## config.mk

```make
export PLATFORM = sky130hd
export DESIGN_NAME = seg7_scan_driver
export DESIGN_NICKNAME = d
export VERILOG_FILES = /design/src/rtl/seg7_scan_driver.sv
export SDC_FILE = /design/constraint.sdc
export NUM_CORES = 1
export LEC_CHECK = 0
export CAP_MARGIN = 25
export CORE_ASPECT_RATIO = 1.4
export CORE_MARGIN = 4
export CORE_UTILIZATION = 35
export DETAILED_ROUTE_END_ITERATION = 6
export SLEW_MARGIN = 20
export SYNTH_ARGS = -nofsm -noshare
export SYNTH_HDL_FRONTEND = slang
export SYNTH_SLANG_ARGS = --single-unit
```

## constraint.sdc

```tcl
create_clock -name clk -period 3 [get_ports clk]
set_clock_uncertainty 0.15 [all_clocks]
set_input_delay 0.6 -clock clk [delete_from_list [all_inputs] [get_ports clk]]
set_output_delay 0.6 -clock clk [all_outputs]
set_load 0.02 [all_outputs]
```

## src/rtl/seg7_scan_driver.sv

```systemverilog
// rtl/seg7_scan_driver.sv - 8-digit multiplexed seven-segment scan driver with blank gap, LZ suppression, blink and colon
module seg7_scan_driver #(
    parameter int DWELL_CYC = 100000,
    parameter int BLANK_CYC = 1000,
    parameter int LZ_BLANK  = 1
) (
    input  logic       clk,
    input  logic       rstn,
    input  logic       en,
    input  logic [3:0] hourdec_now,
    input  logic [3:0] hourone_now,
    input  logic [3:0] mindec_now,
    input  logic [3:0] minone_now,
    input  logic [3:0] hourdec_alm,
    input  logic [3:0] hourone_alm,
    input  logic [3:0] mindec_alm,
    input  logic [3:0] minone_alm,
    input  logic       sec_level,
    input  logic [7:0] blink_mask,
    input  logic       blink_phase,
    output logic [6:0] seg,
    output logic       dp_n,
    output logic [7:0] an
);

    localparam int CW = $clog2(DWELL_CYC);

    typedef enum logic {S_BLANK, S_DRIVE} state_t;

    state_t          state_q, state_d;
    logic [CW-1:0]   cnt_q, cnt_d;
    logic [2:0]      idx_q, idx_d;
    logic [7:0][3:0] shadow_q;
    logic            first_q;
    logic [7:0]      blink_q;
    logic            phase_q;
    logic            sec_q;
    logic [7:0]      an_q, an_d;
    logic [6:0]      seg_q, seg_d;
    logic            dp_q, dp_d;

    logic            last;
    logic            capture;
    logic            drive;
    logic            blank_dig;
    logic [3:0]      val;

    function automatic logic [6:0] decode(input logic [3:0] v);
        case (v)
            4'd0:    decode = 7'b1000000;
            4'd1:    decode = 7'b1111001;
            4'd2:    decode = 7'b0100100;
            4'd3:    decode = 7'b0110000;
            4'd4:    decode = 7'b0011001;
            4'd5:    decode = 7'b0010010;
            4'd6:    decode = 7'b0000010;
            4'd7:    decode = 7'b1111000;
            4'd8:    decode = 7'b0000000;
            4'd9:    decode = 7'b0010000;
            default: decode = 7'b0111111;
        endcase
    endfunction

    always_comb begin
        last    = (cnt_q == CW'(DWELL_CYC - 1));
        cnt_d   = last ? '0 : cnt_q + 1'b1;
        idx_d   = last ? idx_q + 3'd1 : idx_q;
        state_d = (cnt_d >= CW'(BLANK_CYC)) ? S_DRIVE : S_BLANK;
        // New frame content is latched on the 7->0 wrap, or on the first cycle out of reset
        capture = first_q || (last && (idx_q == 3'd7));

        val       = shadow_q[idx_q];
        blank_dig = ((LZ_BLANK != 0) && ((idx_q == 3'd3) || (idx_q == 3'd7)) && (val == 4'd0))
                    || (blink_q[idx_q] && !phase_q);
        drive     = en && (state_q == S_DRIVE);

        an_d  = drive ? ~(8'h01 << idx_q) : 8'hFF;
        seg_d = (drive && !blank_dig) ? decode(val) : 7'h7F;
        dp_d  = !(drive && !blank_dig && (idx_q == 3'd2) && sec_q);
    end

    always_ff @(posedge clk) begin
        if (!rstn) begin
            state_q  <= S_BLANK;
            cnt_q    <= '0;
            idx_q    <= '0;
            shadow_q <= '0;
            first_q  <= 1'b1;
            blink_q  <= '0;
            phase_q  <= 1'b0;
            sec_q    <= 1'b0;
            an_q     <= 8'hFF;
            seg_q    <= 7'h7F;
            dp_q     <= 1'b1;
        end else begin
            state_q <= state_d;
            cnt_q   <= cnt_d;
            idx_q   <= idx_d;
            first_q <= 1'b0;
            if (capture) begin
                shadow_q <= {hourdec_alm, hourone_alm, mindec_alm, minone_alm,
                             hourdec_now, hourone_now, mindec_now, minone_now};
            end
            if (cnt_q == '0) begin
                blink_q <= blink_mask;
                phase_q <= blink_phase;
                sec_q   <= sec_level;
            end
            an_q  <= an_d;
            seg_q <= seg_d;
            dp_q  <= dp_d;
        end
    end

    assign an   = an_q;
    assign seg  = seg_q;
    assign dp_n = dp_q;

endmodule

```

==> out/qor.yml <==
synthesis:
  synth_cells: 393
  ys_top_cells_by_area: "dfxtp_1 44%, nand2_1 8.4%, a21oi_1 5.8%, mux4_1 5.8%, mux2i_1 5.0%"
  synth_cell_types: 44
  synth_top_area_share: 0.444
  syn_area_um2: 3610
  avgSynthCellArea_um2: 9.19
  synth_nets: 450
  yosysWarnings: 0
  yosys.area.top_type: "dfxtp_1"
  synth_seq_area_share: 0.444
  ys_ff_latch: 80
detailed_routing:
  routed_via_density: 4.84
  via_count: 2844
  top_layer: "met4"
  met1Wirelength_mm: 3.23
  route.met2.wl_mm: 4.14
  route.met3.wl_um: 298
  drc: 0
  firstDrtPassIters: 4
  wl_per_cell_um: 13.3
  drt_iter0_markers: 120
  wl_mm: 7.85
  drtAntennaViolNets: 0
grt:
  antenna_found_initial: 0
  track_usage: 0.138
  overflow: 0
  grt_pass1_vias: 2858
  grt_pass1_wl_mm: 13.1
  grt_max_degree: 53
power:
  vdd_drop_max_uv: 264
  p_leak_nw: 1.79
  cellPowerDensity_nw_per_um2: 525
die:
  core_um2: 10000
  io_pins: 61
  row_count: 43
  die_x_um: 93.8
  initial_core_util: 0.361
  dieHeight_um: 128
  dieArea_um2: 12000
cts:
  clock_sinks: 80
  cts_resized: 0
  numCtsBuffers: 9
  htree_num_levels: 3
  postCtsSetupBuffers: 0
  path_clk_slew_ns: 0.06
  cts_buffer_depth: 2
  clock_latency_ns: 0.33
  cts_tree: "yes"
  ctsHoldBuffers: 0
  cts_root_buffer: "clkbuf_16"
worst_hold_path:
  hp-class: "flop to flop"
  hold_depth: 1
  min_from: "sec_q"
final_layout:
  antenna_cells: 0
  area_growth_pct: 27.4
  nNetsFinal: 505
  layout_commonest_cell: "nand2_1"
  layout_common_cells: "81 x nand2_1, 80 x dfxtp_1, 60 x clkdlybuf4s50_1, 42 x a21oi_1, 35 x nor2_1"
  layout-drive-gt1-share: 0.0728
sta:
  setup_violations: 0
  rsz0062_at_grt: "no"
  finalCriticalPeriod_ns: 2.59
  hold_viol_final: 0
  slew_violations: 0
  setup_ws_ns: 0.409
  fmax_ghz: 0.386
  fin_crit_sh: 0.864
  max_slew_margin: 0.649
  worstMarginPinSlew_ns: 0.511
  fin_tns_setup_ns: 0
worst_setup_path:
  critPathLaunchType: "flop"
  worstSetupPathType: "flop to flop"
  cp-end-kind: "flop"
  r2r_setup_slack_ns: 0.41
  r2r-start: "idx_q[0]"
  reg2reg_depth: 7
  r2r_end: "seg[0]"
  worstPathRequired_ns: 3.11
  cp-endpoint: "seg[0]"
  worstPathArrival_ns: 2.70
  worstPathMaxFanout: 9
  startpoint: "idx_q[0]"
job:
  cap_violations: 0
outcome:
  status: "finished clean"
place:
  port_buffers: 60
  dpl_worst_slack_ns: 0.412
  gp_congestion: 0.872
  dp_hpwl_mm: 5.92
## metal layers
layer,vias to the layer above,GRT usage
met5,-,0
met4,0,0.0621
met3,14,0.0341
met2,57,0.243
met1,1296,0.156
li1,1477,-
## worst min path at each step
stage           end
6_report       dp_n
5_1_grt        dp_n
4_1_cts        dp_n
3_5_place_dp   dp_n
3_3_place_gp   dp_n
2_1_floorplan  dp_n
## per-stage QoR
step	hold WS [ns]	util	instance area (µm²)	std cells	total power, mW
6_report	0.273	0.459	4600	588	2.41
5_1_grt	0.289	0.459	4600	588	2.52
4_1_cts	0.286	0.459	4600	588	2.44
3_5_place_dp	0.274	0.430	4300	572	1.36
3_3_place_gp	0.268	0.430	4300	572	1.36
2_1_floorplan	0.220	-	3610	393	1.27
## area by class of cell
type                            instances  area, µm²
Fill cell                            1015       5410
Multi-Input combinational cell        279       1840
Sequential cell                        80       1600
Timing Repair Buffer                   66        646
Clock buffer                           11        243
Tap cell                              135        169
Clock inverter                          5       56.3
Inverter                               12       45.0
## cell families (layout without fill, tap and decap cells)
group                    count (synthesis)  after routing  synth area share
multiplexers                            30             30             0.128
XOR/XNOR                                14             14            0.0340
flip-flops                              80             80             0.444
AND/OR/NAND/NOR                        157            157             0.196
adder cells (fa/ha/maj)                 12             12            0.0416
AO/OA/AOI/OAI                           66             66             0.108
buffers and inverters                   34             94            0.0489
## registers in the layout, summed over array words and instances (netlist names)
| signal | cells |
|---|---|
| cnt_q | 17 |
| dp_n | 1 |
| shadow_q | 32 |
| first_q | 1 |
| blink_q | 8 |
| sec_q | 1 |
| state_q | 1 |
| phase_q | 1 |
| idx_q | 3 |
| seg | 7 |
| an | 8 |
## cell usage after synthesis, drive strengths merged
cell type and number:
nor2 35, mux2 2, o21ai 9, clkbuf 8
mux2i 18, mux4 10, and2 2, a21oi 43
o221ai 2, o211ai 1, a41o 1, nand4 6
inv 11, o21a 1, a31oi 1, or4 3
clkinv 1, xor2 3, nand2 81, and3 4
or4b 1, a21boi 1, nand3 11, nor3 6
buf 14, xnor2 11, nor4 5, dfxtp 80
a221oi 1, a211oi 1, a31o 1, ha 12
nor4b 1, nand3b 2, a21o 4
## worst max-delay path, stage by stage (launching register included)
cell and delay, ns:
dfxtp_1 0.63, mux4_1 0.63, mux2i_1 0.33, ha_1 0.30, o21a_1 0.16, a21o_1 0.13, a21oi_2 0.08, o21ai_1 0.10
## power breakdown
group	total, mW	switching (mW)	internal [mW]
sequential	1.13	0.0249	1.10
clock	1.08	0.415	0.665
combinational	0.206	0.0918	0.114
(Power assumes the default switching activity.)
